File: config.mk
export PLATFORM = sky130hd
export DESIGN_NAME = v810_rom_reader
export DESIGN_NICKNAME = d
export VERILOG_FILES = /design/src/rtl/v810_rom_pkg.sv /design/src/rtl/v810_rom_reader.sv
export SDC_FILE = /design/constraint.sdc
export NUM_CORES = 1
export LEC_CHECK = 0
export ABC_CLOCK_PERIOD_IN_PS = 3800
export CORE_MARGIN = 2
export CORE_UTILIZATION = 40
export CTS_CLUSTER_SIZE = 24
export DETAILED_ROUTE_END_ITERATION = 6
export PLACE_DENSITY = 0.73
export RECOVER_POWER = 100
export REMOVE_ABC_BUFFERS = 1
export SETUP_SLACK_MARGIN = 0.05
export SYNTH_ARGS = -nofsm -noshare
export SYNTH_HDL_FRONTEND = slang
export SYNTH_SLANG_ARGS = --single-unit
File: constraint.sdc
create_clock -name sys_clk -period 3.8 [get_ports sys_clk]
set_clock_uncertainty 0.1 [all_clocks]
set_input_delay 0.76 -clock sys_clk [delete_from_list [all_inputs] [get_ports sys_clk]]
set_output_delay 0.76 -clock sys_clk [all_outputs]
set_load 0.02 [all_outputs]
File: src/rtl/v810_rom_pkg.sv
// v810_rom_pkg
//   Shared definitions for the V810 BIOS ROM read bridge:
//   - rom_state_t : read-sequencer states
//   - BE_HALF_LO / BE_HALF_HI : byte-enable codes that select a halfword read
//   - rom_tag_w() : width of a word tag inside a 2^rom_aw byte window
package v810_rom_pkg;

    typedef enum logic [2:0] {
        ST_IDLE  = 3'd0,
        ST_LO    = 3'd1,
        ST_HI    = 3'd2,
        ST_RESP  = 3'd3,
        ST_PF_LO = 3'd4,
        ST_PF_HI = 3'd5
    } rom_state_t;

    localparam logic [3:0] BE_HALF_LO = 4'b0011;
    localparam logic [3:0] BE_HALF_HI = 4'b1100;

    // A word tag is the byte offset within the window without its two low bits.
    function automatic int rom_tag_w(input int rom_aw);
        return rom_aw - 2;
    endfunction

endpackage

File: src/rtl/v810_rom_reader.sv
// v810_rom_reader
//   Bridges V810 CPU reads of the BIOS window onto a 16-bit SDRAM read port.
//   A full-word read costs two SDRAM beats (low half at A, high half at A+2);
//   a halfword read costs one. After each full-word miss the next sequential
//   word is prefetched into a one-word buffer so straight-line fetches are
//   answered in one cycle without touching SDRAM.
//
// Ports
//   sys_clk, reset        : clock, synchronous active-high reset
//   rom_inval             : level, drops the prefetch buffer and blocks new prefetch
//   cpu_req/addr/be       : CPU read request (held until cpu_ack)
//   cpu_rdata, cpu_ack    : read data, one-cycle completion pulse
//   sdram_rd, sdram_raddr : one-cycle beat request, even byte address held until ready
//   sdram_dout, sdram_rd_rdy : beat data and its one-cycle ready pulse
//   busy                  : sequencer is not idle
module v810_rom_reader
    import v810_rom_pkg::*;
#(
    parameter logic [24:0] ROM_BASE = 25'h0000000,
    parameter int          ROM_AW   = 20
) (
    input  logic        sys_clk,
    input  logic        reset,
    input  logic        rom_inval,
    input  logic        cpu_req,
    input  logic [31:0] cpu_addr,
    input  logic [3:0]  cpu_be,
    output logic [31:0] cpu_rdata,
    output logic        cpu_ack,
    output logic        sdram_rd,
    output logic [24:0] sdram_raddr,
    input  logic [15:0] sdram_dout,
    input  logic        sdram_rd_rdy,
    output logic        busy
);

    localparam int TAG_W = rom_tag_w(ROM_AW);

    // SDRAM byte address of the word with the given tag.
    function automatic logic [24:0] word_addr(input logic [TAG_W-1:0] tag);
        logic [24:0] off;
        off               = 25'd0;
        off[ROM_AW-1:0]   = {tag, 2'b00};
        return ROM_BASE + off;
    endfunction

    rom_state_t        state_r,     state_s;
    logic [TAG_W-1:0]  req_tag_r,   req_tag_s;
    logic              half_hi_r,   half_hi_s;
    logic              is_half_r,   is_half_s;
    logic              pf_pend_r,   pf_pend_s;
    logic [15:0]       lo_r,        lo_s;
    logic              buf_valid_r, buf_valid_s;
    logic [TAG_W-1:0]  buf_tag_r,   buf_tag_s;
    logic [31:0]       buf_data_r,  buf_data_s;
    logic [24:0]       raddr_r,     raddr_s;
    logic              rd_r,        rd_s;
    logic              ack_r,       ack_s;
    logic [31:0]       rdata_r,     rdata_s;
    logic              busy_r,      busy_s;

    logic [TAG_W-1:0]  cpu_tag_s;
    logic              cpu_half_s;
    logic              hit_s;
    logic              unused_addr_bits_s;

    assign cpu_tag_s  = cpu_addr[ROM_AW-1:2];
    assign cpu_half_s = (cpu_be == BE_HALF_LO) || (cpu_be == BE_HALF_HI);
    // An invalidate in the same cycle as the lookup must already suppress the hit.
    assign hit_s      = buf_valid_r && !rom_inval && (buf_tag_r == cpu_tag_s);
    assign unused_addr_bits_s = ^{cpu_addr[31:ROM_AW], cpu_addr[1:0]};

    // Next-state and datapath decode for the read sequencer.
    always_comb begin
        state_s     = state_r;
        req_tag_s   = req_tag_r;
        half_hi_s   = half_hi_r;
        is_half_s   = is_half_r;
        pf_pend_s   = pf_pend_r;
        lo_s        = lo_r;
        buf_valid_s = buf_valid_r && !rom_inval;
        buf_tag_s   = buf_tag_r;
        buf_data_s  = buf_data_r;
        raddr_s     = raddr_r;
        rd_s        = 1'b0;
        ack_s       = 1'b0;
        rdata_s     = 32'd0;

        case (state_r)
            ST_IDLE: begin
                if (cpu_req) begin
                    req_tag_s = cpu_tag_s;
                    half_hi_s = (cpu_be == BE_HALF_HI);
                    is_half_s = cpu_half_s;
                    if (cpu_half_s) begin
                        pf_pend_s = 1'b0;
                        state_s   = ST_LO;
                        rd_s      = 1'b1;
                        raddr_s   = (cpu_be == BE_HALF_HI) ? word_addr(cpu_tag_s) + 25'd2
                                                           : word_addr(cpu_tag_s);
                    end else if (hit_s) begin
                        pf_pend_s = 1'b0;
                        state_s   = ST_RESP;
                        ack_s     = 1'b1;
                        rdata_s   = buf_data_r;
                    end else begin
                        pf_pend_s = 1'b1;
                        state_s   = ST_LO;
                        rd_s      = 1'b1;
                        raddr_s   = word_addr(cpu_tag_s);
                    end
                end else begin
                    state_s = ST_IDLE;
                end
            end
            ST_LO: begin
                if (sdram_rd_rdy) begin
                    if (is_half_r) begin
                        state_s = ST_RESP;
                        ack_s   = 1'b1;
                        rdata_s = half_hi_r ? {sdram_dout, 16'h0000} : {16'h0000, sdram_dout};
                    end else begin
                        lo_s    = sdram_dout;
                        state_s = ST_HI;
                        rd_s    = 1'b1;
                        raddr_s = raddr_r + 25'd2;
                    end
                end else begin
                    state_s = ST_LO;
                end
            end
            ST_HI: begin
                if (sdram_rd_rdy) begin
                    state_s     = ST_RESP;
                    ack_s       = 1'b1;
                    rdata_s     = {sdram_dout, lo_r};
                    buf_data_s  = {sdram_dout, lo_r};
                    buf_tag_s   = req_tag_r;
                    buf_valid_s = !rom_inval;
                end else begin
                    state_s = ST_HI;
                end
            end
            ST_RESP: begin
                // Only a full-word miss schedules a prefetch; the tag wraps within the window.
                if (pf_pend_r && !rom_inval) begin
                    state_s   = ST_PF_LO;
                    req_tag_s = req_tag_r + {{(TAG_W-1){1'b0}}, 1'b1};
                    rd_s      = 1'b1;
                    raddr_s   = word_addr(req_tag_r + {{(TAG_W-1){1'b0}}, 1'b1});
                end else begin
                    state_s = ST_IDLE;
                end
                pf_pend_s = 1'b0;
            end
            ST_PF_LO: begin
                if (sdram_rd_rdy) begin
                    lo_s    = sdram_dout;
                    state_s = ST_PF_HI;
                    rd_s    = 1'b1;
                    raddr_s = raddr_r + 25'd2;
                end else begin
                    state_s = ST_PF_LO;
                end
            end
            ST_PF_HI: begin
                if (sdram_rd_rdy) begin
                    state_s     = ST_IDLE;
                    buf_data_s  = {sdram_dout, lo_r};
                    buf_tag_s   = req_tag_r;
                    buf_valid_s = !rom_inval;
                end else begin
                    state_s = ST_PF_HI;
                end
            end
            default: begin
                state_s = ST_IDLE;
            end
        endcase

        busy_s = (state_s != ST_IDLE);
    end

    // State, buffer and registered output update.
    always_ff @(posedge sys_clk) begin
        if (reset) begin
            state_r     <= ST_IDLE;
            req_tag_r   <= {TAG_W{1'b0}};
            half_hi_r   <= 1'b0;
            is_half_r   <= 1'b0;
            pf_pend_r   <= 1'b0;
            lo_r        <= 16'd0;
            buf_valid_r <= 1'b0;
            buf_tag_r   <= {TAG_W{1'b0}};
            buf_data_r  <= 32'd0;
            raddr_r     <= ROM_BASE;
            rd_r        <= 1'b0;
            ack_r       <= 1'b0;
            rdata_r     <= 32'd0;
            busy_r      <= 1'b0;
        end else begin
            state_r     <= state_s;
            req_tag_r   <= req_tag_s;
            half_hi_r   <= half_hi_s;
            is_half_r   <= is_half_s;
            pf_pend_r   <= pf_pend_s;
            lo_r        <= lo_s;
            buf_valid_r <= buf_valid_s;
            buf_tag_r   <= buf_tag_s;
            buf_data_r  <= buf_data_s;
            raddr_r     <= raddr_s;
            rd_r        <= rd_s;
            ack_r       <= ack_s;
            rdata_r     <= rdata_s;
            busy_r      <= busy_s;
        end
    end

    assign cpu_rdata   = rdata_r;
    assign cpu_ack     = ack_r;
    assign sdram_rd    = rd_r;
    assign sdram_raddr = raddr_r;
    assign busy        = busy_r;

endmodule

==> results.py, run 1 <==
metrics = {
    "layout": {
        "layout.cells.non_filler": 1185,
        "drive_gt1_share_pct": 6.78,
        "area_growth_pct": 24.7,
        "design_area_sq_um": 8820,
        "finalCoreUtilization_pct": 51.0,
        "nNetsFinal": 1006,
        "fillers": 1657,
    },
    "worst_setup_path": {
        "cp_cell_sequence": "dlygate4sd3_1 -> xnor2_1 -> nand4_1 -> nor4_1 -> nand3_1 -> nor2_2 -> clkbuf_2 -> a22o_1",
        "path_buf_inv": 2,
        "crit_arrival_ns": 3.59,
        "worst-setup-path-type": "input port to register",
        "required_ns": 4.07,
        "rr_worst_depth": 6,
        "path_delay_family": "buffers and inverters",
        "path_max_fanout": 32,
        "critPathSlowestCell": "dlygate4sd3_1",
        "crit_start": "cpu_addr[3]",
        "endpoint_kind": "register",
        "cp.depth": 8,
        "startpoint_type": "input port",
        "rrSetupSlack_ns": 0.51,
        "rr_startpoint": "state_r[1]$_SDFF_PP0_",
        "slowest_delay_ns": 0.67,
    },
    "worst_hold_path": {
        "hp-start": "buf_data_r[14]$_SDFFE_PP0P_",
        "hp-class": "register to register",
        "min_path_cells": 2,
    },
    "run": {
        "maxCapViolCount": 1,
    },
    "logic_synthesis": {
        "syn-cell-area_sq_um": 7070,
        "synth.largest_area_cell": "dfxtp_1",
        "synth_edf_count": 0,
        "ys_seq_area_share_pct": 42.4,
        "synthTopCellsByCount": "nand2_1, dfxtp_1, a21oi_1",
        "postSynthCellCount": 877,
        "avgSynthCellArea_sq_um": 8.07,
        "synth_cell_type_count": 66,
        "yosysMostFrequentCell": "nand2_1",
        "synthArstFlopShare_pct": 0,
        "synth_top_flop_cell": "dfxtp_1",
        "synth.area.top_cells": "dfxtp_1, nand2_1, a21oi_1",
        "synth_top_cell_area_share_pct": 42.4,
        "synth.ff_latch_count": 150,
        "yosysWarnings": 0,
    },
    "floorplanning": {
        "die_area_sq_um": 18800,
        "rows": 48,
        "die_w_um": 137,
        "start_util_pct": 40.9,
        "die_height_um": 137,
        "ios": 117,
        "coreArea_sq_um": 17300,
    },
    "grt": {
        "antenna_found_initial": 1,
        "grt_overflow": 0,
        "grt_usage_pct": 21.4,
        "grt_pass1_wl_um": 31300,
        "first_global_vias": 6130,
        "grt_start_max_net_pins": 84,
    },
    "cts": {
        "clockBufferDepth": 2,
        "cts_sinks": 150,
        "clkTransAtPathRegs_ns": 0.06,
        "worstSkewPairLatency_ns": 0.43,
        "ctsResizeCount": 0,
        "tritoncts": "done",
        "cts_buffers": 17,
        "htreeDepth": 4,
        "holdBufCountCts": 0,
        "clockRootBuffer": "clkbuf_16",
        "cts_setup_buffers": 0,
    },
    "outcome": {
        "outcome": "complete, but fails checks",
        "violations": "capacitance limit, slew limit",
    },
    "place": {
        "dp.cells": 1153,
        "gp_congestion": 0.901,
        "place_area_sq_um": 8220,
        "dpl_worst_slack_ns": 0.447,
        "io_buffers": 101,
        "hpwl_um": 13500,
    },
    "power": {
        "power_density_nw_per_um2": 461,
        "power_mw": 4.07,
        "max-vdd-ir-drop_mv": 0.370,
        "p_comb_share_pct": 13.0,
        "clock_power_share_pct": 44.7,
        "internal_power_mw": 2.97,
        "seq_power_share_pct": 42.3,
        "p_leak_nw": 3.23,
        "p_sw_mw": 1.10,
        "switching_share_pct": 27.0,
    },
    "drt": {
        "detail_route.vias_per_cell": 5.70,
        "first_iter_violations": 808,
        "vias": 6751,
        "wl_per_cell_um": 16.9,
        "drc": 0,
        "ant_nets": 0,
        "wl_um": 20100,
        "firstDrtPassIters": 5,
    },
    "timing": {
        "finalCritPeriodShare_pct": 87.3,
        "final.min_clock_period_ns": 3.32,
        "hold_viol": 0,
        "slew_headroom_pct": -4.68,
        "whs_ns": 0.354,
        "clock.fmax_mhz": 301,
        "slew_viol_final": 28,
        "rsz0062_at_grt": "false",
        "worst_pin_slew_ns": 1.57,
        "fin_setup_tns_ns": 0,
        "layout_setup_ws_ns": 0.482,
        "setup_viol": 0,
    },
}
[layout by cell type, fill, tap and decap left out, types with 8 or more instances in the layout]
cell	n
a22oi_1	23
a22o_1	18
clkbuf_16	17
inv_1	8
o2bb2ai_1	16
buf_4	12
nor3_1	21
clkdlybuf4s50_1	39
nand4_1	17
nand3_1	20
xnor2_1	32
mux2i_1	17
nand2_1	162
a31oi_1	8
o21ai_0	32
dfxtp_1	150
dlygate4sd3_1	61
nor2_1	79
a21oi_1	95
[worst paths after layout]
check                           endpoint
max             cpu_rdata[20]$_SDFF_PP0_
max reg2reg   buf_tag_r[13]$_SDFFE_PP0P_
min          buf_data_r[14]$_SDFFE_PP0P_
min reg2reg  buf_data_r[14]$_SDFFE_PP0P_
[area by class of cell]
class	instances	area [sq um]	share of cell area, %
Antenna cell	1	2.50	0.0284
Sequential cell	150	3000	34.0
Tap cell	225	282	3.19
Clock inverter	13	194	2.20
Multi-Input combinational cell	652	3740	42.4
Timing Repair Buffer	118	1130	12.8
Clock buffer	18	439	4.98
Inverter	8	30.0	0.340
[state kept, by name (all words and copies together) (netlist names), 3 cells and up]
signal,flops
req_tag_r,18
buf_tag_r,18
buf_data_r,32
lo_r,16
state_r,3
sdram_raddr,24
cpu_rdata,32
[power by group through the flow]
stage          sequential (mW)  combinational [mW]  clock [mW]
6_report                  1.72               0.529        1.82
5_1_grt                   1.73               0.574        1.91
4_1_cts                   1.72               0.536        1.84
3_5_place_dp              1.75               0.531           0
3_3_place_gp              1.75               0.524           0
2_1_floorplan             1.77               0.261           0
[cell families (layout without fill, tap and decap cells)]
family	after synthesis	after routing	share of synthesized area (%)
simple gates	350	350	22.8
compound gates	244	244	22.5
flops	150	150	42.4
buf+inv	75	157	4.65
xor+xnor	38	38	4.81
mux	17	17	2.41
fa+ha+maj	2	2	0.354
other cells	1	2	0.0530
[worst register-to-register path, cell delays in order (launching register included)]
cell	delay [ns]
dfxtp_1	0.65
nand2_1	0.20
o22ai_1	0.23
and2_0	1.21
clkbuf_1	0.54
nand2_1	0.13
a21oi_1	0.15
[per-layer routing]
| metal | vias up | wire, um | track usage (%) |
|---|---|---|---|
| li1 | 3258 | - | - |
| met1 | 3196 | 8960 | 28.3 |
| met2 | 257 | 9180 | 32.9 |
| met3 | 40 | 1460 | 5.41 |
| met4 | 0 | 460 | 9.28 |
| met5 | - | 0 | 0 |
(Power assumes the default switching activity.)
==> run 2, diff against run 1 <==
--- a/config.mk
+++ b/config.mk
@@ -6,7 +6,7 @@
 export NUM_CORES = 1
 export LEC_CHECK = 0
 export ABC_CLOCK_PERIOD_IN_PS = 3800
-export CORE_MARGIN = 2
+export CORE_MARGIN = 10
 export CORE_UTILIZATION = 40
 export CTS_CLUSTER_SIZE = 24
 export DETAILED_ROUTE_END_ITERATION = 6
==> results.py, run 2 (synthesis results as in run 1) <==
metrics = {
    "outcome": {
        "outcome": "complete, no violations",
    },
    "layout": {
        "layout_common_cells": "nand2_1, dfxtp_1, a21oi_1",
        "num_antenna_cells": 0,
        "nNetsFinal": 1007,
        "design_area_sq_um": 8750,
        "layout.cells.non_filler": 1186,
        "area_growth_pct": 23.6,
        "finalCoreUtilization_pct": 50.6,
        "drive_gt1_share_pct": 6.97,
        "final_common_cell": "nand2_1",
    },
    "cts": {
        "htreeDepth": 4,
        "ctsResizeCount": 0,
        "tritoncts": "done",
        "worstSkewPairLatency_ns": 0.43,
        "clkTransAtPathRegs_ns": 0.06,
        "cts_buffers": 17,
        "cts_sinks": 150,
        "clockBufferDepth": 2,
        "clockRootBuffer": "clkbuf_16",
        "cts_setup_buffers": 0,
        "holdBufCountCts": 0,
    },
    "floorplanning": {
        "coreArea_sq_um": 17300,
        "start_util_pct": 40.9,
        "die_w_um": 153,
        "die_area_sq_um": 23400,
        "die_height_um": 153,
        "rows": 48,
        "ios": 117,
    },
    "power": {
        "max-vdd-ir-drop_mv": 0.360,
        "power_density_nw_per_um2": 442,
        "power_mw": 3.86,
        "p_leak_nw": 3.21,
    },
    "timing": {
        "setup_viol": 0,
        "whs_ns": 0.353,
        "hold_viol": 0,
        "slew_headroom_pct": 7.52,
        "rsz0062_at_grt": "false",
        "slew_viol_final": 0,
        "fin_setup_tns_ns": 0,
        "finalCritPeriodShare_pct": 85.1,
        "worst_pin_slew_ns": 1.39,
        "final.min_clock_period_ns": 3.23,
        "layout_setup_ws_ns": 0.568,
        "clock.fmax_mhz": 309,
    },
    "grt": {
        "grt_overflow": 0,
        "grt_pass1_wl_um": 33200,
        "first_global_vias": 6047,
        "grt_usage_pct": 17.1,
        "grt_start_max_net_pins": 68,
        "antenna_found_initial": 0,
    },
    "run": {
        "maxCapViolCount": 0,
    },
    "worst_setup_path": {
        "rrSetupSlack_ns": 0.78,
        "required_ns": 4.07,
        "endpoint_kind": "register",
        "crit_start": "cpu_addr[3]",
        "crit_arrival_ns": 3.51,
        "startpoint_type": "input port",
        "path_max_fanout": 32,
        "rr_startpoint": "state_r[0]$_SDFF_PP0_",
        "worst-setup-path-type": "input port to register",
    },
    "place": {
        "place_area_sq_um": 8230,
        "dp.cells": 1154,
        "io_buffers": 101,
        "gp_congestion": 0.908,
        "dpl_worst_slack_ns": 0.477,
        "hpwl_um": 14300,
    },
    "worst_hold_path": {
        "hp-class": "register to register",
        "hp-start": "buf_data_r[7]$_SDFFE_PP0P_",
    },
    "drt": {
        "first_iter_violations": 768,
        "wl_um": 20800,
        "vias": 6702,
        "ant_nets": 0,
        "firstDrtPassIters": 6,
        "drc": 0,
        "wl_per_cell_um": 17.6,
        "detail_route.vias_per_cell": 5.65,
    },
}
-- run 2: changes by cell type in the layout (fill, tap and decap cells not counted), moves of 2 or more --
cell | before | now
clkinv_4 | 2 | 4
clkinv_2 | 1 | 3
buf_4 | 12 | 16
bufinv_16 | 4 | 1
-- run 2: layer usage --
| layer | GRT usage, % | share of wire (%) | vias up |
|---|---|---|---|
| li1 | - | - | 3256 |
| met1 | 23.0 | 44 | 3114 |
| met2 | 26.3 | 47 | 303 |
| met3 | 3.20 | 7.1 | 29 |
| met4 | 7.40 | 2.4 | 0 |
| met5 | 0 | 0 | - |
-- run 2: cell type report --
cell class | instances | area (sq um)
multi-input cells | 652 | 3730
inverters | 8 | 30.0
fillers | 1665 | 8550
clock buffers | 19 | 443
well taps | 225 | 282
clock inverters | 13 | 123
repair buffers | 119 | 1130
flip-flops and latches | 150 | 3000
-- run 2: worst paths after layout --
path / to / cells after the start
max: cpu_rdata[20]$_SDFF_PP0_ / 8
max reg2reg: req_tag_r[17]$_SDFFE_PP0P_ / 6
min: buf_data_r[7]$_SDFFE_PP0P_ / 2
min reg2reg: buf_data_r[7]$_SDFFE_PP0P_ / 2
-- run 2: critical path, stage by stage --
cell and delay [ns]:
dlygate4sd3_1 0.64, xnor2_1 0.26, nand4_1 0.12, nor4_1 0.53
nand3_1 0.22, nor2_2 0.11, clkbuf_2 0.61, a22o_1 0.23
-- run 2: where the power goes --
part / total, mW / internal, mW / switching (mW)
clock: 1.62 / 0.925 / 0.695
combinational: 0.522 / 0.211 / 0.311
sequential: 1.72 / 1.64 / 0.0850
total: 3.86 / 2.77 / 1.09
